[config.mk]
export PLATFORM = sky130hd
export DESIGN_NAME = multi_cycle_control
export DESIGN_NICKNAME = d
export VERILOG_FILES = /design/src/rtl/multi_cycle_control.sv
export SDC_FILE = /design/constraint.sdc
export NUM_CORES = 1
export LEC_CHECK = 0
export CAP_MARGIN = 20
export CORE_MARGIN = 5
export CORE_UTILIZATION = 48
export DETAILED_ROUTE_END_ITERATION = 10
export HOLD_SLACK_MARGIN = 0.12
export PLACE_DENSITY = 0.9
export SLEW_MARGIN = 30
export SYNTH_ARGS = -nofsm -noshare
export SYNTH_HDL_FRONTEND = slang
export SYNTH_SLANG_ARGS = --single-unit
[constraint.sdc]
create_clock -name clk -period 4.4 [get_ports clk]
set_clock_uncertainty 0.05 [all_clocks]
set_input_delay 0.88 -clock clk [delete_from_list [all_inputs] [get_ports clk]]
set_output_delay 0.88 -clock clk [all_outputs]
set_load 0.1 [all_outputs]
[src/rtl/multi_cycle_control.sv]
// Control FSM for a multi-cycle CPU datapath: FETCH/DECODE/EXEC/MEM/WB, with a
// memory-wait timeout. Strobes qualified by mem_ready/zero are decoded combinationally.
module multi_cycle_control #(
  parameter int MEM_TIMEOUT = 16
) (
  input  logic       clk,
  input  logic       rst,
  input  logic [5:0] opcode,
  input  logic       zero,
  input  logic       mem_ready,
  output logic       mem_read,
  output logic       mem_write,
  output logic       iord,
  output logic       ir_write,
  output logic       pc_write,
  output logic       reg_write,
  output logic       wb_sel,
  output logic       ext_ctrl,
  output logic       illegal,
  output logic       mem_err,
  output logic [1:0] alu_src_b,
  output logic [1:0] alu_op,
  output logic [1:0] pc_src,
  output logic [2:0] state
);

  typedef enum logic [2:0] {
    FETCH  = 3'd0,
    DECODE = 3'd1,
    EXEC   = 3'd2,
    MEM    = 3'd3,
    WB     = 3'd4
  } state_e;

  localparam logic [5:0] OP_R    = 6'h00;
  localparam logic [5:0] OP_ADDI = 6'h04;
  localparam logic [5:0] OP_ANDI = 6'h05;
  localparam logic [5:0] OP_ORI  = 6'h06;
  localparam logic [5:0] OP_LW   = 6'h07;
  localparam logic [5:0] OP_SW   = 6'h08;
  localparam logic [5:0] OP_BEQ  = 6'h09;
  localparam logic [5:0] OP_BNE  = 6'h0A;
  localparam logic [5:0] OP_J    = 6'h0B;

  localparam int CW = (MEM_TIMEOUT > 1) ? $clog2(MEM_TIMEOUT) : 1;
  localparam logic [CW-1:0] TMO = CW'(MEM_TIMEOUT - 1);

  state_e        state_q;
  logic [CW-1:0] cnt_q;
  logic [5:0]    opc_q;
  logic          ext_q;

  logic is_legal, is_branch, br_taken, wait_st, timeout;

  always_comb begin
    is_legal = 1'b0;
    case (opc_q)
      OP_R, OP_ADDI, OP_ANDI, OP_ORI, OP_LW,
      OP_SW, OP_BEQ, OP_BNE, OP_J: is_legal = 1'b1;
      default:                     is_legal = 1'b0;
    endcase
  end

  assign is_branch = (opc_q == OP_BEQ) || (opc_q == OP_BNE);
  assign br_taken  = ((opc_q == OP_BEQ) && zero) || ((opc_q == OP_BNE) && !zero);
  assign wait_st   = (state_q == FETCH) || (state_q == MEM);
  // A ready arriving on the timeout cycle completes the access instead.
  assign timeout   = wait_st && !mem_ready && (cnt_q == TMO);

  // Every state other than FETCH/MEM holds cnt_q at zero, so entry always starts clean.
  always_ff @(posedge clk) begin
    if (rst) begin
      state_q <= FETCH;
      cnt_q   <= '0;
      opc_q   <= '0;
      ext_q   <= 1'b0;
    end else begin
      case (state_q)
        FETCH: begin
          if (mem_ready) begin
            state_q <= DECODE;
            opc_q   <= opcode;
            ext_q   <= !((opcode == OP_ANDI) || (opcode == OP_ORI));
            cnt_q   <= '0;
          end else if (timeout) begin
            cnt_q   <= '0;
          end else begin
            cnt_q   <= cnt_q + CW'(1);
          end
        end
        DECODE: begin
          cnt_q   <= '0;
          state_q <= (!is_legal || opc_q == OP_J) ? FETCH : EXEC;
        end
        EXEC: begin
          cnt_q <= '0;
          if (is_branch)                               state_q <= FETCH;
          else if (opc_q == OP_LW || opc_q == OP_SW)   state_q <= MEM;
          else                                         state_q <= WB;
        end
        MEM: begin
          if (mem_ready) begin
            state_q <= (opc_q == OP_LW) ? WB : FETCH;
            cnt_q   <= '0;
          end else if (timeout) begin
            state_q <= FETCH;
            cnt_q   <= '0;
          end else begin
            cnt_q   <= cnt_q + CW'(1);
          end
        end
        WB: begin
          state_q <= FETCH;
          cnt_q   <= '0;
        end
        default: begin
          state_q <= FETCH;
          cnt_q   <= '0;
        end
      endcase
    end
  end

  always_comb begin
    mem_read  = 1'b0;
    mem_write = 1'b0;
    iord      = 1'b0;
    ir_write  = 1'b0;
    pc_write  = 1'b0;
    reg_write = 1'b0;
    wb_sel    = 1'b0;
    illegal   = 1'b0;
    mem_err   = 1'b0;
    alu_src_b = 2'd0;
    alu_op    = 2'd0;
    pc_src    = 2'd0;
    case (state_q)
      FETCH: begin
        mem_read  = 1'b1;
        alu_src_b = 2'd1;
        ir_write  = mem_ready;
        pc_write  = mem_ready;
        mem_err   = timeout;
      end
      DECODE: begin
        illegal = !is_legal;
        if (opc_q == OP_J) begin
          pc_write = 1'b1;
          pc_src   = 2'd2;
        end
      end
      EXEC: begin
        case (opc_q)
          OP_R:                   alu_op = 2'd2;
          OP_ADDI, OP_LW, OP_SW:  alu_src_b = 2'd2;
          OP_ANDI, OP_ORI: begin
            alu_src_b = 2'd2;
            alu_op    = 2'd3;
          end
          OP_BEQ, OP_BNE: begin
            alu_op   = 2'd1;
            pc_src   = 2'd1;
            pc_write = br_taken;
          end
          default: ;
        endcase
      end
      MEM: begin
        iord      = 1'b1;
        mem_read  = (opc_q == OP_LW);
        mem_write = (opc_q == OP_SW);
        mem_err   = timeout;
      end
      WB: begin
        reg_write = 1'b1;
        wb_sel    = (opc_q == OP_LW);
      end
      default: ;
    endcase
  end

  assign ext_ctrl = ext_q;
  assign state    = state_q;

endmodule

After elaboration in Yosys (flattened, before gate mapping)
Memories as Yosys holds them, arrays and structs flattened. A register that Yosys moved wholly into a read port is not among the register bits.
Cells that the tools add are included.
- add/sub/neg operators: 1
- mux-type cells: 29
- eq/ne operators: 17
- reduce and logical (&&, ||, !) cells: 24
- bitwise logic cells: 1
- operator list (cell ; number):
    $eq A6 B3 Y1 const B ; 6
    $eq A6 B4 Y1 const B ; 4
    $mux W3 ; 6
    $pmux W3 S4 ; 1
    $mux W1 ; 11
    $mux W2 ; 4
    $mux W4 ; 2
    $pmux W2 S2 ; 2
    $eq A3 B2 Y1 const B ; 2
    $logic_not A6 Y1 ; 1
    $logic_or A1 B1 Y1 ; 6
    $pmux W2 S3 ; 1
    $reduce_or A2 Y1 ; 3
    $reduce_or A5 Y1 ; 1
    $add A4 B1 Y4 const B ; 1
    $eq A4 B4 Y1 const B ; 1
    $logic_and A1 B1 Y1 ; 4
    $logic_not A1 Y1 ; 4
    $reduce_and A2 Y1 ; 2
    $reduce_or A4 Y1 ; 1
    $eq A3 B1 Y1 const B ; 1
    $eq A3 B3 Y1 const B ; 1
    $logic_not A3 Y1 ; 1
    $ne A3 B3 Y1 const B ; 1
    5 further kinds ; 5
- memories kept: 1
- bits in registers: 14
- bits in read-only memories: 16
- memory list (name ; depth ; width ; rd ports ; clocked after memory_dff ; wr ports ; line ; text):
    (no name shown) ; 16 ; 1 ; 1 ; 1 ; 0 ; 57 ; case (opc_q)

Longest topological paths before layout
Gate-level depths: netlist (run 1).
- depth in word-level cells: 7
- depth in mapped cells: 7
- gate-level depth less buffers: 6

Least setup slack after synthesis (run 1)
No wires, ideal clock.
- path type: register to output
- from: reg state_q[0] (netlist: state[0])
- to: out mem_write
- arrival time: 4.185 ns
- slack: -0.715 ns
- buffers on the path: 0
- cell stages (with the launch flop): 3
- data required time: 3.470 ns
- cells stage by stage: dfxtp_1 -> nand3b_1 -> nor4_1
- word-level cells in the longest chain between the ends: 2
- RTL lines (element ; line ; text):
    start, declared ; 48 ; state_e state_q;
    start signal, assigned ; 93 ; state_q <= (!is_legal || opc_q == OP_J) ? FETCH : EXEC;
    start signal, assigned ; 103 ; state_q <= (opc_q == OP_LW) ? WB : FETCH;
    $eq A3 B2 Y1 ; 137 ; case (state_q)
    $mux W1 ; 137 ;
    end, declared ; 12 ; output logic mem_write,
No other way between the ends.

Worst setup path after layout (run 1)
- from: in mem_ready
- to: out pc_write
- word-level cells in the longest chain between the ends: 1
- RTL lines (element ; line ; text):
    start, declared ; 10 ; input logic mem_ready,
    $pmux W1 S3 ; 137 ;
    end, declared ; 15 ; output logic pc_write,
No other way between the ends.

==> results of run 1 <==
[registers in the layout (all words and copies together), names as in the netlist, named ones only]
signal	flops
cnt_q	4
ext_ctrl	1
opc_q	6
state	3
[power by group through the flow]
stage,Clock (mW),Sequential [mW],Combinational [mW]
final,0.0799,0.174,0.247
after global routing,0.0872,0.176,0.260
after CTS,0.0815,0.173,0.248
after detailed placement,0,0.176,0.247
after global placement,0,0.175,0.243
after floorplan,0,0.202,0.169
[final timing paths]
kind,to,start,slack (ns),depth (start not counted)
min,cnt_q[0],cnt_q[0],0.40,1
min reg2reg,cnt_q[0],cnt_q[0],0.40,1
max,pc_write,mem_ready,1.19,5
max reg2reg,state[1],opc_q[0],2.61,4
[per-layer routing]
| metal | up-vias | part of all wire |
|---|---|---|
| li1 | 453 | - |
| met1 | 421 | 0.42 |
| met2 | 28 | 0.51 |
| met3 | 4 | 0.056 |
| met4 | 0 | 0.013 |
| met5 | - | 0 |
[per-stage QoR]
step           std cells  instance area, sq um  hold WS [ns]  worst slack (ns)  utilization
5_1_grt              165                  1210         0.421              1.12        0.684
6_report             165                  1210         0.404              1.19        0.684
3_3_place_gp         161                  1180         0.383              1.24        0.668
4_1_cts              165                  1210         0.405              1.19        0.684
2_1_floorplan        112                   920         0.368            -0.508            -
3_5_place_dp         161                  1180         0.391              1.20        0.668
[kinds of logic after synthesis]
kind of cell             synth area share
AO/OA/AOI/OAI                       0.146
XOR/XNOR                           0.0481
adder cells (fa/ha/maj)            0.0137
buffers and inverters              0.0371
flip-flops                          0.330
multiplexers                       0.0330
AND/OR/NAND/NOR                     0.393
[placed cells by master (no fill, tap or decap), types with 2 or more instances in the layout]
master           count
clkdlybuf4s50_1     16
nand2_1              9
dfxtp_1             15
and2_1               3
nand3_1              3
or3_1                5
nand4b_1             2
nor2b_1              4
o21ai_0              2
a21oi_1             11
nor3_1               6
buf_4               12
mux2i_1              3
xnor2_1              3
nor2_1              15
or4b_4               2
xor2_1               2
clkbuf_4             3
inv_1                2
[final cells by class]
cell class	count	area (sq um)	share of cell area
Inverter	3	11.3	0.00934
Sequential cell	15	300	0.249
Tap cell	25	31.3	0.0259
Clock inverter	1	5.00	0.00415
Clock buffer	3	22.5	0.0187
Multi-Input combinational cell	90	586	0.485
Timing Repair Buffer	28	250	0.207
==> flow_metrics.py, run 1 <==
metrics = {
    "global_routing": {
        "grt.met1_usage": 0.198,
        "grt_overflow_total": 0,
        "antenna_found_initial": 0,
        "grt_pass1_vias": 858,
        "globalRouteMet3Util": 0.0416,
        "grtUsageTotal": 0.177,
        "top_usage_layer": "met2",
        "grt_start_max_net_pins": 15,
        "grt_pass1_wl_microns": 3730,
        "grt_use_met2": 0.322,
    },
    "drt": {
        "drtPass1Iterations": 4,
        "dr_total_vias": 906,
        "viasPerCell": 5.49,
        "drcViolationCount": 0,
        "ant_nets": 0,
        "routed_wl_microns": 2210,
        "initialDrtViolationCount": 17,
        "wl_per_cell_microns": 13.4,
    },
    "pwr": {
        "ir_worst_vdd_v": 0.000251,
        "total_power_mw": 0.500,
        "comb_power_share": 0.493,
        "p_sw_mw": 0.249,
        "power-per-cell-area_nw_per_um2": 415,
        "p_leak_nw": 0.453,
        "intPower_mw": 0.252,
        "p_seq_frac": 0.347,
        "pwr-share-clk": 0.160,
        "swShare": 0.497,
    },
    "floorplan": {
        "core_area_sq_um": 1760,
        "rows": 15,
        "io_pins": 29,
        "start_util": 0.516,
        "dieHeight_microns": 53.6,
        "die_w_microns": 53.6,
        "fp.dieArea_sq_um": 2870,
    },
    "synthesis": {
        "syn-num-nets": 123,
        "postSynthAreaPerCell_sq_um": 8.13,
        "synth_ff_type": "dfxtp_1",
        "netlist_top_cells_area": "dfxtp_1 (33%), nor2_1 (6.6%), a21oi_1 (6.0%), nand2_1 (3.7%), or3_1 (3.4%)",
        "synthesis.area_sq_um": 911,
        "yosysTopAreaCell": "dfxtp_1",
        "synth_edf_count": 0,
        "synth_top_area_share": 0.330,
        "post-synth-top-count-cell": "nor2_1",
        "synth.yosys.seq_area_share": 0.330,
        "synth_common_cells": "nor2_1 (16), dfxtp_1 (15), a21oi_1 (11), nand2_1 (9), nor3_1 (6)",
        "ys_types": 38,
        "ys_seq_elements": 15,
        "async_flop_share": 0,
        "syn_inst": 112,
        "yosysWarnings": 0,
    },
    "clocking": {
        "cts-buffers-inserted": 3,
        "clk_pin_slew_worst_paths_ns": 0.09,
        "cts_setup_buffers": 0,
        "htree_num_levels": 1,
        "clockRootBuffer": "clkbuf_4",
        "cts_tree": "built",
        "clock_sinks": 15,
        "postCtsHoldBufs": 0,
        "worstSkewPairLatency_ns": 0.28,
        "cts_resized": 0,
        "cts.path.max_buffers": 2,
    },
    "place": {
        "dpl.hpwl_microns": 1740,
        "io_buffers": 28,
        "gp_congestion": 0.819,
    },
    "layout": {
        "areaGrowthSynthToFinish_pct": 32.4,
        "drive_gt1_frac": 0.193,
        "finalNetCount": 152,
        "num_antenna_cells": 0,
        "fill_cells": 167,
    },
    "sta": {
        "fmax_mhz": 312,
        "tns_ns": 0,
        "period_minus_slack_ns": 3.21,
        "fin_crit_sh": 0.730,
        "grt_setup_unrepaired": "false",
        "drv_slew": 0,
        "setup_viol": 0,
        "worstMarginPinSlew_ns": 0.976,
        "hold_viol": 0,
        "max_slew_margin": 0.347,
    },
    "critical_path": {
        "crit_path_end_kind": "output pin",
        "crit_buf_inv": 3,
        "crit_chain": "clkdlybuf4s50_1, nand2_2, inv_2, or3_1, buf_4",
        "worst_ep_arrival_time_ns": 2.28,
        "critPathMaxFanout": 11,
        "cpLargestDelayFamily": "buffers and inverters",
        "slowest_delay_ns": 0.50,
        "crit_required_ns": 3.47,
        "setup.worst_path.start_class": "input port",
        "cpMaxStageDelayCell": "clkdlybuf4s50_1",
        "critical_path_class": "in -> out",
    },
    "run_status": {
        "status": "completed",
    },
    "flow_run": {
        "drv_cap": 0,
    },
    "worst_hold_path": {
        "min_path_type": "reg -> reg",
    },
}
Note: power is estimated with default switching activity, not from simulation.
==> run 2: changes to the inputs <==
- CORE_UTILIZATION: 48 -> 40
- PLACE_DENSITY: 0.9 -> 0.81
- clock period: 4.4 -> 2.9 ns (I/O delays scaled with it)
==> run 2 against run 1 <==
Compared with the run above: routed wire length increased by 9.3%; hold slack about the same; via count rose by 1.1%; sequential power is 53% higher; utilization is 4.0 points lower; critical path type is now reg -> out; highest routed layer unchanged.
==> flow_metrics.py, run 2 (synthesis results as in run 1) <==
metrics = {
    "drt": {
        "viasPerCell": 5.42,
        "ant_nets": 0,
        "initialDrtViolationCount": 19,
        "drtPass1Iterations": 4,
        "dr_total_vias": 916,
        "routed_wl_microns": 2410,
        "drcViolationCount": 0,
        "wl_per_cell_microns": 14.3,
    },
    "flow_run": {
        "drv_cap": 0,
    },
    "clocking": {
        "postCtsHoldBufs": 0,
        "cts-buffers-inserted": 3,
        "clockRootBuffer": "clkbuf_4",
        "cts_setup_buffers": 0,
        "clk_pin_slew_worst_paths_ns": 0.09,
        "cts_tree": "built",
        "cts_resized": 0,
        "htree_num_levels": 1,
        "cts.path.max_buffers": 2,
        "clock_sinks": 15,
        "worstSkewPairLatency_ns": 0.28,
    },
    "layout": {
        "finalNetCount": 153,
        "largest_register": "opc_q",
        "final_common_cell": "nor2_1",
        "fill_cells": 181,
        "largest_reg_flops": 6,
        "instances_no_fill": 169,
        "num_antenna_cells": 0,
        "areaGrowthSynthToFinish_pct": 54.8,
        "drive_gt1_frac": 0.312,
        "layout_common_cells": "nor2_1 (15), dfxtp_1 (12), buf_12 (11)",
    },
    "critical_path": {
        "setup.worst_path.start_class": "flop",
        "slowest_delay_ns": 0.57,
        "crit_required_ns": 2.27,
        "worst_ep_arrival_time_ns": 2.14,
        "critPathMaxFanout": 8,
        "cpMaxStageDelayCell": "or4b_4",
        "crit_buf_inv": 1,
        "crit_path_end_kind": "output pin",
        "crit_chain": "or4b_4, or2_1, nor2_4, or3_4, buf_12",
        "critical_path_class": "reg -> out",
        "cpLargestDelayFamily": "simple AND/OR/NAND/NOR gates",
    },
    "place": {
        "gp_congestion": 0.824,
        "placed_cells": 165,
        "io_buffers": 28,
        "dpl.hpwl_microns": 1870,
    },
    "floorplan": {
        "io_pins": 29,
        "fp.dieArea_sq_um": 3330,
        "die_w_microns": 57.7,
        "rows": 17,
        "dieHeight_microns": 57.7,
        "start_util": 0.416,
        "core_area_sq_um": 2190,
    },
    "global_routing": {
        "grt_start_max_net_pins": 14,
        "grt_pass1_wl_microns": 3990,
        "grt_pass1_vias": 858,
        "top_usage_layer": "met2",
        "globalRouteMet3Util": 0.0245,
        "grtUsageTotal": 0.155,
        "grt_overflow_total": 0,
        "grt.met1_usage": 0.190,
        "antenna_found_initial": 0,
        "grt_use_met2": 0.265,
    },
    "sta": {
        "hold_viol": 0,
        "tns_ns": 0,
        "setup_viol": 0,
        "worstMarginPinSlew_ns": 0.459,
        "fmax_mhz": 361,
        "max_slew_margin": 0.694,
        "fin_crit_sh": 0.956,
        "period_minus_slack_ns": 2.77,
        "grt_setup_unrepaired": "false",
        "drv_slew": 0,
    },
    "pwr": {
        "p_leak_nw": 0.517,
        "p_sw_mw": 0.399,
        "comb_power_share": 0.521,
        "intPower_mw": 0.415,
        "pwr-share-clk": 0.151,
        "ir_worst_vdd_v": 0.000376,
        "p_seq_frac": 0.328,
        "total_power_mw": 0.814,
        "power-per-cell-area_nw_per_um2": 577,
        "swShare": 0.491,
    },
    "run_status": {
        "status": "completed",
    },
    "worst_hold_path": {
        "min_path_type": "reg -> reg",
    },
}
[run 2: cell types whose count changed in the layout (fill, tap and decap cells not counted), moves of 2 or more]
cell / change
nor3_4: +2
buf_4: -3
a21oi_1: -2
clkdlybuf4s50_1: -7
nor3_1: -3
buf_12: +11
dfxtp_1: -3
dfxtp_4: +3
[run 2: worst paths after layout]
check	from	endpoint	slack, ns	depth (start not counted)
worst max-delay path	opc_q[3]	pc_write	0.13	5
worst min-delay path	cnt_q[0]	cnt_q[0]	0.40	1
worst max register to register	opc_q[0]	state[1]	1.13	4
worst min register to register	cnt_q[0]	cnt_q[0]	0.40	1
[run 2: final cells by class]
| cell class | count | area [sq um] | share of cell area |
|---|---|---|---|
| inverters | 3 | 11.3 | 0.00799 |
| multi-input cells | 90 | 648 | 0.460 |
| repair buffers | 29 | 378 | 0.268 |
| clock buffers | 4 | 26.3 | 0.0186 |
| well taps | 28 | 35.0 | 0.0248 |
| flip-flops and latches | 15 | 312 | 0.221 |
[run 2: metrics by stage]
stage               worst slack [ns]  hold slack, ns  utilization  area (sq um)
global placement               0.385           0.379        0.632          1380
finish                         0.127           0.404        0.644          1410
global route                  0.0647           0.435        0.644          1410
detailed placement             0.367           0.392        0.632          1380
floorplan                     0.0264           0.368            -           997
CTS                            0.118           0.406        0.644          1410
[run 2: power by group through the flow]
stage / clock network, mW / registers [mW] / logic (mW)
6_report: 0.123 / 0.267 / 0.424
5_1_grt: 0.138 / 0.273 / 0.446
4_1_cts: 0.125 / 0.267 / 0.426
3_5_place_dp: 0 / 0.272 / 0.423
3_3_place_gp: 0 / 0.269 / 0.419
2_1_floorplan: 0 / 0.309 / 0.277
[run 2: metal layers]
| layer | wire [microns] | vias up | share of wire |
|---|---|---|---|
| met1 | 1020 | 439 | 0.42 |
| met2 | 1300 | 13 | 0.54 |
| met4 | 28 | 0 | 0.012 |
| met5 | 0 | - | 0 |
| met3 | 63 | 2 | 0.026 |
| li1 | - | 462 | - |
==> run 3: changes to the inputs <==
--- a/config.mk
+++ b/config.mk
@@ -8,5 +8,6 @@
 export CAP_MARGIN = 20
-export CORE_MARGIN = 5
+export CORE_MARGIN = 2
 export CORE_UTILIZATION = 40
 export DETAILED_ROUTE_END_ITERATION = 10
+export GPL_ROUTABILITY_DRIVEN = 0
 export HOLD_SLACK_MARGIN = 0.12
--- a/constraint.sdc
+++ b/constraint.sdc
@@ -4,2 +4,2 @@
 set_output_delay 0.58 -clock clk [all_outputs]
-set_load 0.1 [all_outputs]
+set_load 0.01 [all_outputs]
==> run 3 against run 2 <==
Compared with the run above: count of clock-buffer cells in the layout unchanged; utilization down 6.2 points; largest power group is now sequential cells; via count up 1.5%; critical path depth decreased by 1; design area is 9.7% lower; sequential power fell by 3%; largest cell class unchanged.
==> flow_metrics.py, run 3 (synthesis results as in run 1) <==
metrics = {
    "critical_path": {
        "crit_path_end_kind": "output pin",
        "crit_chain": "or3b_4, or3_1, a21oi_1, clkdlybuf4s50_1",
        "path_depth": 4,
        "critical_path_class": "reg -> out",
        "r2r_cells": 7,
        "critPathMaxFanout": 7,
        "worst_ep_arrival_time_ns": 2.17,
        "crit_required_ns": 2.27,
        "cpLargestDelayFamily": "simple AND/OR/NAND/NOR gates",
        "setup.worst_path.start_class": "flop",
        "crit_buf_inv": 1,
        "cpMaxStageDelayCell": "clkdlybuf4s50_1",
        "slowest_delay_ns": 0.55,
        "regToRegSetupSlack_ns": 1.13,
        "r2r_start": "state[0]",
    },
    "pwr": {
        "p_sw_mw": 0.204,
        "intPower_mw": 0.398,
        "ir_worst_vdd_v": 0.000308,
        "total_power_mw": 0.601,
        "p_leak_nw": 0.487,
        "pwr-share-clk": 0.206,
        "power-per-cell-area_nw_per_um2": 472,
        "p_seq_frac": 0.433,
        "comb_power_share": 0.361,
        "swShare": 0.339,
    },
    "global_routing": {
        "grtUsageTotal": 0.182,
        "grt_pass1_wl_microns": 3770,
        "grt_overflow_total": 0,
        "grt_start_max_net_pins": 14,
        "grt_pass1_vias": 880,
        "antenna_found_initial": 0,
    },
    "floorplan": {
        "rows": 17,
        "start_util": 0.416,
        "core_area_sq_um": 2190,
        "fp.dieArea_sq_um": 2670,
        "dieHeight_microns": 51.7,
        "die_w_microns": 51.7,
        "io_pins": 29,
    },
    "layout": {
        "drive_gt1_frac": 0.153,
        "areaGrowthSynthToFinish_pct": 39.8,
        "layout_common_cells": "clkdlybuf4s50_1 (25), nor2_1 (16), a21oi_1 (11), nand2_1 (9), dfxtp_1 (9)",
        "largest_reg_flops": 6,
        "instances_no_fill": 172,
        "num_antenna_cells": 0,
        "design_area_sq_um": 1270,
        "final_common_cell": "clkdlybuf4s50_1",
        "largest_register": "opc_q",
        "finalNetCount": 156,
    },
    "place": {
        "place_area_sq_um": 1230,
        "dpl.hpwl_microns": 1710,
        "io_buffers": 28,
        "placed_cells": 168,
    },
    "clocking": {
        "cts.path.max_buffers": 2,
        "clock_sinks": 15,
        "worstSkewPairLatency_ns": 0.29,
        "cts-buffers-inserted": 3,
        "cts_setup_buffers": 0,
        "htree_num_levels": 1,
        "clockRootBuffer": "clkbuf_4",
        "clk_pin_slew_worst_paths_ns": 0.09,
        "cts_tree": "built",
    },
    "flow_run": {
        "drv_cap": 0,
    },
    "drt": {
        "initialDrtViolationCount": 26,
        "wl_met3_microns": 106,
        "routed_wl_microns": 2220,
        "ant_nets": 0,
        "dr_total_vias": 930,
        "viasPerCell": 5.41,
        "drtPass1Iterations": 4,
        "wl_met2_microns": 1010,
        "maxUsedRoutingLayer": "met4",
        "met1_length_microns": 1070,
        "drcViolationCount": 0,
        "wl_per_cell_microns": 12.9,
    },
    "sta": {
        "fmax_mhz": 357,
        "worst_hold_slack_ns": 0.409,
        "period_minus_slack_ns": 2.80,
        "tns_ns": 0,
        "worstMarginPinSlew_ns": 0.355,
        "max_slew_margin": 0.760,
        "drv_slew": 0,
        "fin_crit_sh": 0.967,
        "hold_viol": 0,
        "grt_setup_unrepaired": "false",
        "setup_viol": 0,
    },
    "worst_hold_path": {
        "hold-path-cell-count": 1,
        "hold_path_end": "cnt_q[0]",
        "min-delay-start": "cnt_q[0]",
        "min_path_type": "reg -> reg",
    },
    "run_status": {
        "status": "completed",
    },
}
-- run 3: area by class of cell --
cell class	instances	area [sq um]
Clock buffer	4	26.3
Fill cell	202	917
Inverter	3	11.3
Multi-Input combinational cell	90	577
Sequential cell	15	310
Tap cell	28	35.0
Timing Repair Buffer	32	314
-- run 3: stage by stage --
stage / setup slack [ns] / util
global placement: 0.154 / 0.563
detailed placement: 0.141 / 0.563
global route: 0.0199 / 0.581
floorplan: 0.703 / -
CTS: 0.00117 / 0.576
finish: 0.0970 / 0.581
-- run 3: how the worst max path moves through the flow --
| stage | startpoint | endpoint | slack, ns |
|---|---|---|---|
| 3_3_place_gp | mem_ready | pc_write | 0.15 |
| 5_1_grt | state[0] | alu_src_b[1] | 0.02 |
| 6_report | state[0] | alu_src_b[1] | 0.1 |
| 4_1_cts | opc_q[4] | pc_write | 0.001 |
| 2_1_floorplan | state[1] | alu_op[0] | 0.70 |
| 3_5_place_dp | mem_ready | pc_write | 0.14 |
-- run 3: routing by layer --
metal | track usage | vias to the layer above
met5 | 0 | -
met2 | 0.308 | 26
met1 | 0.241 | 441
li1 | - | 458
met4 | 0.0658 | 0
met3 | 0.0172 | 5
-- run 3: worst register-to-register path, delay by kind of cell, from the launching register on --
family | cells | cell delay [ns]
DFF | 1 | 0.49
AOI/OAI and AO/OA | 1 | 0.09
muxes | 1 | 0.12
and+or+nand+nor | 3 | 0.70
buffers and inverters | 2 | 0.21
-- run 3: power groups by stage --
stage / logic [mW] / clock network, mW / registers (mW)
floorplan: 0.128 / 0 / 0.257
global placement: 0.212 / 0 / 0.261
detailed placement: 0.217 / 0 / 0.263
CTS: 0.218 / 0.121 / 0.259
global route: 0.237 / 0.127 / 0.265
finish: 0.217 / 0.124 / 0.260
-- run 3: what timing repair did --
action / CTS / global route
hold buffers: 0 / 0
resized for setup: 3 / 7
endpoints found under the setup margin: 4 / 5
